$ cat src/rtl/uart_bus_master_pkg.sv
// Shared definitions for the UART bus master: FSM state encoding, frame
// command bytes and the fixed bus access size.
package uart_bus_master_pkg;

  typedef enum logic [2:0] {
    IDLE,
    ADDR,
    DATA,
    BUS_WR,
    BUS_RD,
    RESP
  } state_t;

  localparam logic [7:0] CMD_WRITE = 8'h57;  // 'W'
  localparam logic [7:0] CMD_READ  = 8'h52;  // 'R'
  localparam logic [1:0] MEM_WORD  = 2'b10;

endpackage

$ cat src/rtl/uart_bus_master_timeout.sv
// Inter-byte timeout counter for the UART bus master.
//   clk, rst_n : clock, asynchronous active-low reset
//   clear      : restart the count (a byte arrived, or no frame is in progress)
//   expired    : count has reached TIMEOUT_CYCLES; holds until cleared
module bus_timeout_counter #(
  parameter int unsigned TIMEOUT_CYCLES = 100000
) (
  input  logic clk,
  input  logic rst_n,
  input  logic clear,
  output logic expired
);

  localparam int unsigned TW = (TIMEOUT_CYCLES < 2) ? 1 : $clog2(TIMEOUT_CYCLES + 1);

  logic [TW-1:0] count;

  assign expired = (count == TW'(TIMEOUT_CYCLES));

  always_ff @(posedge clk or negedge rst_n) begin
    if (!rst_n) begin
      count <= '0;
    end else if (clear) begin
      count <= '0;
    end else if (!expired) begin
      count <= count + 1'b1;
    end
  end

endmodule

$ cat src/rtl/uart_bus_master.sv
// UART-driven bus master. Receives framed commands from a UART receiver,
// performs a single word write or read on the system bus while holding the
// core halted, and returns an ack byte, an error byte or the read word.
//   clk, rst_n        : clock, asynchronous active-low reset
//   rx_data/rx_valid  : received byte and its one-cycle strobe
//   tx_data/tx_valid  : response byte, held until tx_ready handshake
//   tx_ready          : transmitter accepts byte when high with tx_valid
//   bus_req           : halt / bus grant request, selects our bus outputs
//   bus_address/wd/we : bus access; address/wd read 0 while bus_req is low
//   bus_mem_ctrl      : access size, always word
//   bus_rd            : combinational read data
//   busy              : high whenever the FSM is not idle
module uart_bus_master
  import uart_bus_master_pkg::*;
#(
  parameter int unsigned TIMEOUT_CYCLES = 100000,
  parameter logic [7:0]  ACK_BYTE       = 8'h4B,
  parameter logic [7:0]  ERR_BYTE       = 8'h45
) (
  input  logic        clk,
  input  logic        rst_n,
  input  logic [7:0]  rx_data,
  input  logic        rx_valid,
  output logic [7:0]  tx_data,
  output logic        tx_valid,
  input  logic        tx_ready,
  output logic        bus_req,
  output logic [31:0] bus_address,
  output logic [31:0] bus_wd,
  output logic        bus_we,
  output logic [1:0]  bus_mem_ctrl,
  input  logic [31:0] bus_rd,
  output logic        busy
);

  state_t      state;
  logic [1:0]  cnt;
  logic [1:0]  cnt_next;
  logic [1:0]  resp_last;
  logic        cmd_write;
  logic [31:0] address;
  logic [31:0] wdata;
  logic [31:0] rbuf;
  logic        collecting;
  logic        expired;

  assign cnt_next     = cnt + 2'd1;
  assign collecting   = (state == ADDR) || (state == DATA);
  assign busy         = (state != IDLE);
  assign bus_mem_ctrl = MEM_WORD;
  assign bus_address  = bus_req ? address : '0;
  assign bus_wd       = bus_req ? wdata : '0;

  // Counter is held clear outside ADDR/DATA so every frame starts from zero.
  bus_timeout_counter #(
    .TIMEOUT_CYCLES(TIMEOUT_CYCLES)
  ) u_timeout (
    .clk    (clk),
    .rst_n  (rst_n),
    .clear  (rx_valid || !collecting),
    .expired(expired)
  );

  always_ff @(posedge clk or negedge rst_n) begin
    if (!rst_n) begin
      state     <= IDLE;
      cnt       <= '0;
      resp_last <= '0;
      cmd_write <= 1'b0;
      address   <= '0;
      wdata     <= '0;
      rbuf      <= '0;
      tx_valid  <= 1'b0;
      tx_data   <= '0;
      bus_req   <= 1'b0;
      bus_we    <= 1'b0;
    end else begin
      bus_we <= 1'b0;
      case (state)
        IDLE: begin
          if (rx_valid) begin
            cnt <= '0;
            if (rx_data == CMD_WRITE || rx_data == CMD_READ) begin
              cmd_write <= (rx_data == CMD_WRITE);
              bus_req   <= 1'b1;
              state     <= ADDR;
            end else begin
              resp_last <= 2'd0;
              tx_data   <= ERR_BYTE;
              tx_valid  <= 1'b1;
              state     <= RESP;
            end
          end
        end

        ADDR: begin
          if (rx_valid) begin
            address[{cnt, 3'b000} +: 8] <= rx_data;
            cnt <= cnt_next;
            if (cnt == 2'd3) begin
              state <= cmd_write ? DATA : BUS_RD;
            end
          end else if (expired) begin
            bus_req <= 1'b0;
            cnt     <= '0;
            state   <= IDLE;
          end
        end

        DATA: begin
          if (rx_valid) begin
            wdata[{cnt, 3'b000} +: 8] <= rx_data;
            cnt <= cnt_next;
            if (cnt == 2'd3) begin
              bus_we <= 1'b1;
              state  <= BUS_WR;
            end
          end else if (expired) begin
            bus_req <= 1'b0;
            cnt     <= '0;
            state   <= IDLE;
          end
        end

        BUS_WR: begin
          cnt       <= '0;
          resp_last <= 2'd0;
          tx_data   <= ACK_BYTE;
          tx_valid  <= 1'b1;
          state     <= RESP;
        end

        BUS_RD: begin
          // The first response byte comes straight from bus_rd so it is
          // presented in the same edge the word is captured.
          rbuf      <= bus_rd;
          cnt       <= '0;
          resp_last <= 2'd3;
          tx_data   <= bus_rd[7:0];
          tx_valid  <= 1'b1;
          state     <= RESP;
        end

        RESP: begin
          if (tx_ready) begin
            if (cnt == resp_last) begin
              tx_valid <= 1'b0;
              tx_data  <= '0;
              bus_req  <= 1'b0;
              cnt      <= '0;
              state    <= IDLE;
            end else begin
              tx_data <= rbuf[{cnt_next, 3'b000} +: 8];
              cnt     <= cnt_next;
            end
          end
        end

        default: begin
          state <= IDLE;
        end
      endcase
    end
  end

endmodule
$ cat config.mk
export PLATFORM = sky130hd
export DESIGN_NAME = uart_bus_master
export DESIGN_NICKNAME = d
export VERILOG_FILES = /design/src/rtl/uart_bus_master_pkg.sv /design/src/rtl/uart_bus_master_timeout.sv /design/src/rtl/uart_bus_master.sv
export SDC_FILE = /design/constraint.sdc
export NUM_CORES = 1
export LEC_CHECK = 0
export CAP_MARGIN = 20
export CORE_ASPECT_RATIO = 2
export CORE_UTILIZATION = 47
export DETAILED_ROUTE_END_ITERATION = 10
export PLACE_DENSITY = 0.87
export SYNTH_ARGS = -nofsm -noshare
export SYNTH_HDL_FRONTEND = slang
export SYNTH_SLANG_ARGS = --single-unit
$ cat constraint.sdc
create_clock -name clk -period 2.35 [get_ports clk]
set_input_delay 0.235 -clock clk [delete_from_list [all_inputs] [get_ports clk]]
set_output_delay 0.235 -clock clk [all_outputs]
set_load 0.1 [all_outputs]
==> reports/metrics.json <==
{
  "diodes": 0,
  "antenna_found_initial": 0,
  "p_leak_nw": 3.90,
  "ratio_of_final_minimum_period_to_clock_period_pct": 95.5,
  "vdd_ir_drop_max_mv": 0.920,
  "die_height_um": 166,
  "yosysWarnings": 0,
  "die_width_um": 83.8,
  "power.switching_fraction_pct": 40.7,
  "grt_setup_unrepaired": "no",
  "setup_total_negative_slack_ns": 0,
  "initial_utilization_pct": 48.1,
  "totalWireLength_um": 17000,
  "ys_seq_elements": 131,
  "port_buffers": 119,
  "pin_count": 122,
  "avgSynthCellArea_um2": 10.5,
  "failed_checks": "DRC",
  "number_of_fill_cells": 881,
  "drt_pre_antenna_iters": 8,
  "critical_path.startpoint_type": "flop",
  "nNetsFinal": 779,
  "ys_top_cells_by_area": "sky130_fd_sc_hd__dfrtp_1 (52%), sky130_fd_sc_hd__and2_1 (6.8%), sky130_fd_sc_hd__mux2_2 (6.6%), sky130_fd_sc_hd__nand2_1 (5.8%), sky130_fd_sc_hd__o21ai_0 (4.9%)",
  "critical_path_capture_point": "wdata[18]",
  "timing.reg2reg.worst_path_depth": 7,
  "worstPathArrival_ns": 2.55,
  "synth_seq_area_share_pct": 52.1,
  "syn-num-nets": 648,
  "clk_buf_depth": 2,
  "design.core.area_um2": 13100,
  "tritoncts_num_sinks": 131,
  "die_area_um2": 13900,
  "clk_root_buffer_cell": "sky130_fd_sc_hd__clkbuf_16",
  "fin_worst_hold_slack_ns": 0.357,
  "clock_latency_ns": 0.42,
  "total_cts_buffers": 17,
  "largest_area_contributor_in_the_synthesized_netlist": "sky130_fd_sc_hd__dfrtp_1",
  "vias": 5180,
  "grt_pass1_vias": 5501,
  "setup.worst_path.start": "cnt[0]",
  "cp-end-kind": "flop",
  "clock-skew-final_ns": 0.00774,
  "hold_path_class": "in -> async",
  "slew_headroom_pct": 61.7,
  "tightest_slew_ns": 0.574,
  "largest_net_degree_at_the_start_of_global_routing": 67,
  "drtAntennaViolNets": 0,
  "outcome": "finished with violations",
  "drtIter0Drc": 417,
  "synthesis.area_um2": 6290,
  "hold_violations": 0,
  "synthesis.instances": 597,
  "vias_per_cell": 5.80,
  "clk_pin_slew_ns": 0.06,
  "drv_cap": 0,
  "path_max_fanout": 11,
  "route.detailed.drc": 24,
  "grt_util_all_layers_pct": 25.7,
  "drt-wirelength-per-cell_um": 19.0,
  "setup-violations-final": 0,
  "pwr-share-seq_pct": 31.7,
  "criticalPathCategory": "reg -> reg",
  "area.growth.synth_to_final_pct": 42.8,
  "internal_power_w": 0.00597,
  "synth_most_common_cell": "sky130_fd_sc_hd__dfrtp_1",
  "post_route_cells_drive_above_1_share_pct": 32.4,
  "h-tree-depth": 4,
  "synth-edff-count": 0,
  "power.share.clock_pct": 24.8,
  "synth_top_cells_by_count": "sky130_fd_sc_hd__dfrtp_1 (131), sky130_fd_sc_hd__nand2_1 (97), sky130_fd_sc_hd__and2_1 (68), sky130_fd_sc_hd__o21ai_0 (62), sky130_fd_sc_hd__mux2_2 (37)",
  "setup.reg_to_reg.worst_slack_ns": 0.11,
  "routabilityCongestion": 0.980,
  "async_reset_ff_share_pct": 100,
  "post_synth_num_cell_types": 55,
  "layout_min_cycle_time_ns": 2.24,
  "dp.cells": 858,
  "finalMaxSlewViolations": 0,
  "tritoncts_clock_tree": "yes",
  "clock.fmax_mhz": 445,
  "dp_hpwl_um": 12400,
  "p_sw_w": 0.00411,
  "dominant_synthesized_flop_cell": "sky130_fd_sc_hd__dfrtp_1",
  "required_ns": 2.65,
  "synth_top_area_share_pct": 52.1,
  "report.power.total_w": 0.0101,
  "grt_pass1_wl_um": 27400,
  "fp-row-count": 59,
  "timing.rr.start": "cnt[0]",
  "worst_r2r_endpoint": "wdata[18]",
  "combinationalPowerShare_pct": 43.5,
  "global_route.overflow_total": 0,
  "layout.cells.non_filler": 893,
  "power_per_cell_area_nw_per_um2": 1120
}
[how the worst min path moves through the flow]
stage	from	endpoint	slack, ns
3_3_place_gp	rst_n	tx_valid	0.25
6_report	rst_n	tx_data[6]	0.36
3_5_place_dp	rst_n	tx_valid	0.26
5_1_grt	rst_n	state[0]	0.42
4_1_cts	rst_n	bus_req	0.37
2_1_floorplan	rst_n	address[0]	-0.06
[state kept, by name (all words and copies together), names as in the netlist, 2 cells and up]
name             flops
state                3
u_timeout.count     17
address             32
rbuf                32
tx_data              8
wdata               32
cnt                  2
[worst max-delay path, cell delays in order, from the launching register on]
cell                      delay, ns
sky130_fd_sc_hd__dfrtp_1       0.54
sky130_fd_sc_hd__inv_1         0.20
sky130_fd_sc_hd__ha_1          0.42
sky130_fd_sc_hd__buf_4         0.24
sky130_fd_sc_hd__nor3b_4       0.19
sky130_fd_sc_hd__buf_4         0.18
sky130_fd_sc_hd__nand2_1       0.08
sky130_fd_sc_hd__o21ai_0       0.27
[repair_timing]
item	in CTS	in global routing
endpoints found under the hold margin	37	0
gates resized for setup	0	2
hold buffers	1	0
setup buffers	0	2
endpoints found under the setup margin	0	29
[power groups by stage]
stage	sequential, W	combinational, W	clock, W
after global routing	0.00326	0.00459	0.00262
after floorplan	0.00358	0.00263	0
final	0.00320	0.00438	0.00250
after CTS	0.00318	0.00437	0.00251
after detailed placement	0.00322	0.00433	0
after global placement	0.00315	0.00417	0
[through the flow]
| step | setup slack, ns | utilization [%] | cell area (µm²) |
|---|---|---|---|
| after detailed placement | 0.0772 | 64.1 | 8380 |
| after global placement | 0.134 | 64.1 | 8380 |
| final | 0.105 | 68.7 | 8980 |
| after CTS | 0.0468 | 68.5 | 8950 |
| after floorplan | 0.0456 | - | 6360 |
| after global routing | 0.0390 | 68.7 | 8980 |
[final cells by class]
cell class | count | area, µm² | share of cell area, %
tap | 152 | 190 | 2.12
clock inverter | 13 | 130 | 1.45
inverter | 13 | 48.8 | 0.543
multi-input combinational | 419 | 2870 | 32.0
clock buffer | 19 | 433 | 4.82
sequential | 131 | 3280 | 36.5
timing repair buffer | 146 | 2030 | 22.6
[cell usage in the layout, fill, tap and decap left out, types with 3 or more instances in the layout]
master / count
sky130_fd_sc_hd__clkdlybuf4s50_1: 42
sky130_fd_sc_hd__inv_1: 13
sky130_fd_sc_hd__and2_1: 18
sky130_fd_sc_hd__nand3_1: 4
sky130_fd_sc_hd__a22oi_1: 3
sky130_fd_sc_hd__nor2_1: 24
sky130_fd_sc_hd__nand2_1: 97
sky130_fd_sc_hd__buf_4: 37
sky130_fd_sc_hd__xor2_1: 12
sky130_fd_sc_hd__clkinvlp_4: 3
sky130_fd_sc_hd__or3_1: 5
sky130_fd_sc_hd__ha_1: 7
sky130_fd_sc_hd__a221oi_1: 4
sky130_fd_sc_hd__and2_2: 50
sky130_fd_sc_hd__dfrtp_1: 131
sky130_fd_sc_hd__mux2_2: 37
sky130_fd_sc_hd__a221o_1: 3
sky130_fd_sc_hd__clkbuf_16: 17
sky130_fd_sc_hd__nor3_1: 3
sky130_fd_sc_hd__a21oi_1: 11
sky130_fd_sc_hd__and3_1: 8
sky130_fd_sc_hd__mux4_2: 8
sky130_fd_sc_hd__clkinv_4: 5
sky130_fd_sc_hd__nor4bb_1: 3
sky130_fd_sc_hd__o21ai_0: 62
sky130_fd_sc_hd__buf_12: 66
sky130_fd_sc_hd__nand4_1: 5
sky130_fd_sc_hd__a22o_1: 14
sky130_fd_sc_hd__a31oi_1: 3
[per-layer routing]
layer,share of wire (%),global-route usage (%)
met1,32,24.3
met3,5.8,4.98
met5,0,0
met4,4.7,15.2
met2,57,49.4
[cells by family (layout without fill, tap and decap cells)]
kind of cell / Yosys count / in the layout / synth area share [%]
muxes: 48 / 48 / 10.0
xor gates and xnor gates: 14 / 14 / 1.95
buffers and inverters: 47 / 191 / 3.52
AOI/OAI and AO/OA: 114 / 114 / 11.5
other: 2 / 2 / 0.119
adders and majority gates: 7 / 7 / 1.39
DFF: 131 / 131 / 52.1
and+or+nand+nor: 234 / 234 / 19.3
Power figures use the tool's default switching activity.
